[config.mk]
export PLATFORM = sky130hd
export DESIGN_NAME = clock_period_meter
export DESIGN_NICKNAME = d
export VERILOG_FILES = /design/src/rtl/clock_period_meter_pkg.sv /design/src/rtl/clock_period_meter_sync_edge_detect.sv /design/src/rtl/clock_period_meter.sv
export SDC_FILE = /design/constraint.sdc
export NUM_CORES = 1
export LEC_CHECK = 0
export ABC_AREA = 1
export CAP_MARGIN = 0
export CORE_MARGIN = 5
export CORE_UTILIZATION = 39
export CTS_BUF_LIST = sky130_fd_sc_hd__clkbuf_16
export DETAILED_ROUTE_END_ITERATION = 8
export GPL_TIMING_DRIVEN = 1
export SLEW_MARGIN = 20
export SYNTH_ARGS = -nofsm -noshare
export SYNTH_HDL_FRONTEND = slang
export SYNTH_SLANG_ARGS = --single-unit
[constraint.sdc]
create_clock -name clkin -period 5.2 [get_ports clkin]
set_clock_uncertainty 0.15 [all_clocks]
set_input_delay 1.04 -clock clkin [delete_from_list [all_inputs] [get_ports clkin]]
set_output_delay 1.04 -clock clkin [all_outputs]
set_load 0.05 [all_outputs]
[src/rtl/clock_period_meter_pkg.sv]
// Shared definitions for the period meter and the clock divider it checks.
package clk_pkg;

    // Counter width shared with the divider so divBy and div_est line up.
    localparam int CLK_CNT_W = 26;

    typedef enum logic [1:0] {
        ACQ  = 2'd0,
        HIGH = 2'd1,
        LOW  = 2'd2
    } state_t;

    // Divide value that reproduces a measured phase length; 0 stays 0.
    function automatic logic [CLK_CNT_W-1:0] phase_to_div(input logic [CLK_CNT_W-1:0] ph);
        return (ph == '0) ? '0 : ph - 1'b1;
    endfunction

endpackage

[src/rtl/clock_period_meter_sync_edge_detect.sv]
// Multi-flop synchroniser with registered rise/fall strobes.
// The synchroniser and history flop always sample; only the strobes are gated.
module sync_edge_detect #(
    parameter int SYNC_STAGES = 2
) (
    input  logic clk_i,
    input  logic reset_i,
    input  logic sig_i,
    input  logic en_i,
    output logic rise_o,
    output logic fall_o
);

    logic [SYNC_STAGES-1:0] sync_q;
    logic                   hist_q;
    logic                   rise_q;
    logic                   fall_q;
    logic                   synced;

    assign synced = sync_q[SYNC_STAGES-1];

    // Shift the input through the synchroniser and compare against history.
    always_ff @(posedge clk_i) begin
        if (reset_i) begin
            sync_q <= '0;
            hist_q <= 1'b0;
            rise_q <= 1'b0;
            fall_q <= 1'b0;
        end else begin
            sync_q <= {sync_q[SYNC_STAGES-2:0], sig_i};
            hist_q <= synced;
            rise_q <= en_i &  synced & ~hist_q;
            fall_q <= en_i & ~synced &  hist_q;
        end
    end

    assign rise_o = rise_q;
    assign fall_o = fall_q;

endmodule

[src/rtl/clock_period_meter.sv]
// Measures high phase, low phase and period of a slow input in clkin cycles.
module clock_period_meter
    import clk_pkg::*;
#(
    parameter int               CNT_W       = CLK_CNT_W,
    parameter int               SYNC_STAGES = 2,
    parameter logic [CNT_W-1:0] TIMEOUT     = {CNT_W{1'b1}}
) (
    input  logic             clkin,
    input  logic             reset,
    input  logic             sig_in,
    input  logic             measure_en,
    output logic             rise_pulse,
    output logic             fall_pulse,
    output logic [CNT_W-1:0] high_count,
    output logic [CNT_W-1:0] low_count,
    output logic [CNT_W:0]   period,
    output logic [CNT_W-1:0] div_est,
    output logic             meas_valid,
    output logic             locked,
    output logic             stalled
);

    state_t           state_q, state_d;
    logic [CNT_W-1:0] cnt_q, cnt_d;
    logic [CNT_W-1:0] high_q, high_d;
    logic [CNT_W-1:0] low_q, low_d;
    logic [CNT_W:0]   period_q, period_d;
    logic [CNT_W-1:0] div_q;
    logic             mv_q, mv_d;
    logic             locked_q, locked_d;
    logic             stalled_q, stalled_d;
    logic             rise, fall, edge_seen, tmo;

    sync_edge_detect #(.SYNC_STAGES(SYNC_STAGES)) u_sync (
        .clk_i   (clkin),
        .reset_i (reset),
        .sig_i   (sig_in),
        .en_i    (measure_en),
        .rise_o  (rise),
        .fall_o  (fall)
    );

    assign edge_seen = rise | fall;
    // An edge on the timeout cycle takes priority over the stall.
    assign tmo       = (cnt_q == TIMEOUT) && !edge_seen;

    // Next-state, phase counter and result latching.
    always_comb begin
        state_d   = state_q;
        high_d    = high_q;
        low_d     = low_q;
        period_d  = period_q;
        mv_d      = 1'b0;
        locked_d  = locked_q;
        stalled_d = stalled_q;
        if (edge_seen)
            cnt_d = {{(CNT_W-1){1'b0}}, 1'b1};
        else if (cnt_q == {CNT_W{1'b1}})
            cnt_d = cnt_q;
        else
            cnt_d = cnt_q + 1'b1;

        if (!measure_en) begin
            state_d   = ACQ;
            cnt_d     = '0;
            locked_d  = 1'b0;
            stalled_d = 1'b0;
        end else begin
            case (state_q)
                ACQ: begin
                    if (rise) state_d = HIGH;
                end
                HIGH: begin
                    if (fall) begin
                        high_d  = cnt_q;
                        state_d = LOW;
                    end else if (tmo) begin
                        state_d   = ACQ;
                        stalled_d = 1'b1;
                        locked_d  = 1'b0;
                    end
                end
                LOW: begin
                    if (rise) begin
                        low_d     = cnt_q;
                        period_d  = {1'b0, high_q} + {1'b0, cnt_q};
                        mv_d      = 1'b1;
                        locked_d  = 1'b1;
                        stalled_d = 1'b0;
                        state_d   = HIGH;
                    end else if (tmo) begin
                        state_d   = ACQ;
                        stalled_d = 1'b1;
                        locked_d  = 1'b0;
                    end
                end
                default: state_d = ACQ;
            endcase
        end
    end

    // State and result registers; reset clears everything mid-measurement.
    always_ff @(posedge clkin) begin
        if (reset) begin
            state_q   <= ACQ;
            cnt_q     <= '0;
            high_q    <= '0;
            low_q     <= '0;
            period_q  <= '0;
            div_q     <= '0;
            mv_q      <= 1'b0;
            locked_q  <= 1'b0;
            stalled_q <= 1'b0;
        end else begin
            state_q   <= state_d;
            cnt_q     <= cnt_d;
            high_q    <= high_d;
            low_q     <= low_d;
            period_q  <= period_d;
            div_q     <= phase_to_div(high_q);
            mv_q      <= mv_d;
            locked_q  <= locked_d;
            stalled_q <= stalled_d;
        end
    end

    assign rise_pulse = rise;
    assign fall_pulse = fall;
    assign high_count = high_q;
    assign low_count  = low_q;
    assign period     = period_q;
    assign div_est    = div_q;
    assign meas_valid = mv_q;
    assign locked     = locked_q;
    assign stalled    = stalled_q;

endmodule

==> flow_summary_export.csv <==
group,metric,value,unit
run_status,status,"finished clean",
place,hpwl,18100,um
finish,fill_cells,2090,
clocking,ctsResizeCount,0,
power_and_ir_drop,ir_drop,0.000239,V
sta,max_freq,337,MHz
finish,area_delta_synth_final,24.2,%
drt,highest_layer,"met4",
yosys,synthTopCellsByCount,"nand2_1 (251), inv_1 (174), dfxtp_1 (141)",
critical_path,critPathTopFamily,"buffers and inverters",
place,io_buffers,113,
clocking,cts_hold_buf,0,
clocking,root_buffer,"clkbuf_16",
sta,tns,0,ps
yosys,yosys.area.top_type,"dfxtp_1",
sta,hold_ws,251,ps
finish,fin_nets,1280,
drt,drt_iter0_drc,605,
clocking,clk_latency,430,ps
clocking,cts_tree,"done",
critical_path,cp_num_buf_inv,1,
critical_path,start_kind,"flip-flop",
floorplan,start_util,39.8,%
yosys,ys_types,41,
drt,met1_length,10200,um
yosys,synthFlopType,"dfxtp_1",
sta,tightestPinTransition,877,ps
worst_hold_path,worstHoldPathType,"reg -> reg",
yosys,synth_area_leaders,"dfxtp_1 (36%), nand2_1 (12%), inv_1 (8.4%)",
clocking,cts_buffers,17,
drt,wirelength,23300,um
floorplan,die_y,151,um
sta,max_slew_margin,41.5,%
critical_path,cp.arrival,1780,ps
sta,post-route-period-util,57.1,%
critical_path,endpoint_kind,"output port",
power_and_ir_drop,leakage,0.00460,uW
global_route,grt_pass1_wl,36900,um
sta,slew_violations,0,
yosys,ys_ff_latch,141,
sta,finalHoldViolCount,0,
yosys,synth.top_cell.area_share,36.3,%
floorplan,die_x,151,um
drt,wl_met2,11500,um
critical_path,cpMaxStageDelayCell,"clkdlybuf4s50_1",
global_route,gr-usage-all-layers,20.9,%
floorplan,io_pins,114,
floorplan,num_rows,51,
critical_path,critical-path-max-stage-delay,890,ps
yosys,async_reset_ff_share,0,%
drt,routedWlPerCell,15.3,um
flow_run,cap_violations,0,
drt,via_per_inst,4.87,
clocking,cts_max_level,4,
yosys,netlist_area,7770,sq um
yosys,synth_area_per_cell,6.81,sq um
floorplan,core-area,19500,sq um
critical_path,required,4010,ps
global_route,grt_pass1_vias,7046,
critical_path,critPathKind,"reg -> out",
drt,met3_length,1100,um
yosys,yosysMostFrequentCell,"nand2_1",
yosys,synth_edf_count,0,
finish,finalInstanceArea,9640,sq um
global_route,grt_max_degree,83,
clocking,cts.sinks,141,
place,gp_congestion,0.926,
drt,via_count,7416,
finish,postLayoutCoreUtil,49.4,%
sta,rsz0062_at_grt,"no",
critical_path,crit_chain,"clkdlybuf4s50_1",
sta,post-route-min-period,2970,ps
drt,dr.pass1.iters,5,
clocking,cts_setup_buffers,0,
yosys,postSynthCellCount,1141,
critical_path,crit_fanout,6,
clocking,clockBufferDepth,2,
finish,antenna_cells,0,
drt,drc,0,
sta,setup_violations,0,
floorplan,dieArea,22800,sq um
place,dpl_cell_area,9090,sq um
yosys,ys_warn_count,0,
clocking,path_clk_slew,60,ps
critical_path,r2r_slack,2650,ps
yosys,syn_nets,1174,
power_and_ir_drop,power-per-cell-area,237,nW/um^2
global_route,antenna_found_initial,0,
global_route,grt_overflow,0,
finish,drive_gt1_share,6.52,%
drt,ant_nets,0,
yosys,ys_seq_area_share,36.3,%
tightest hold or removal path: cells and delay by family (launching register included):
kind	cells	cell delay, ps
buffers and inverters	1	40
AND/OR/NAND/NOR	1	30
flip-flops	1	300
stage by stage:
| stage | std cells | setup slack [ps] | power (uW) |
|---|---|---|---|
| detailed placement | 1493 | 2030 | 1140 |
| global route | 1523 | 2170 | 2360 |
| global placement | 1493 | 2120 | 1140 |
| CTS | 1523 | 2200 | 2310 |
| finish | 1523 | 2230 | 2290 |
| floorplan | 1141 | 2790 | 1130 |
flip-flops by register name, indices dropped and copies added, names as in the netlist:
register	cells
u_sync.fall_o	1
div_est	26
u_sync.hist_q	1
u_sync.rise_o	1
low_count	26
meas_valid	1
stalled	1
state_q	2
period	27
high_count	26
locked	1
cnt_q	26
u_sync.sync_q	2
layer usage:
| metal | up-vias | track usage, % |
|---|---|---|
| met2 | 171 | 36.1 |
| met4 | 0 | 6.71 |
| li1 | 3820 | - |
| met3 | 34 | 3.95 |
| met5 | - | 0 |
| met1 | 3391 | 26.3 |
where the power goes:
group | internal [uW] | switching, uW
combinational | 9.73 | 23.3
clock | 694 | 475
sequential | 1080 | 2.38
cell type report:
cell class / count / area [sq um] / area share, %
Multi-Input combinational cell: 790 / 4100 / 42.5
Sequential cell: 141 / 2820 / 29.3
Timing Repair Buffer: 117 / 1160 / 12.0
Inverter: 180 / 676 / 7.01
Clock buffer: 17 / 425 / 4.41
Tap cell: 265 / 332 / 3.44
Clock inverter: 13 / 129 / 1.34
cell usage in the layout (no fill, tap or decap), drive strengths merged, types with 15 or more instances in the layout:
cell type / synthesis / layout
a21oi: 72 / 72
clkbuf: 15 / 17
clkdlybuf4s50: 0 / 113
dfxtp: 141 / 141
ha: 28 / 28
inv: 180 / 183
nand2: 256 / 256
nand3: 75 / 75
nand4: 16 / 16
nor2: 153 / 153
nor3: 21 / 21
o21a: 15 / 15
o21ai: 74 / 74
xor2: 40 / 40
cell families after synthesis:
group | share of synthesized area [%]
buffers and inverters | 11.0
XOR/XNOR | 4.96
AO/OA/AOI/OAI | 12.6
AND/OR/NAND/NOR | 30.3
adder cells (fa/ha/maj) | 4.77
flip-flops | 36.3
final timing paths:
check	from	endpoint	depth (start not counted)
worst max register to register	cnt_q[0]	period[24]	13
worst min-delay path	u_sync.sync_q[0]	u_sync.sync_q[1]	2
worst max-delay path	high_count[12]	high_count[12]	1
worst min register to register	u_sync.sync_q[0]	u_sync.sync_q[1]	2
(Power assumes the default switching activity.)
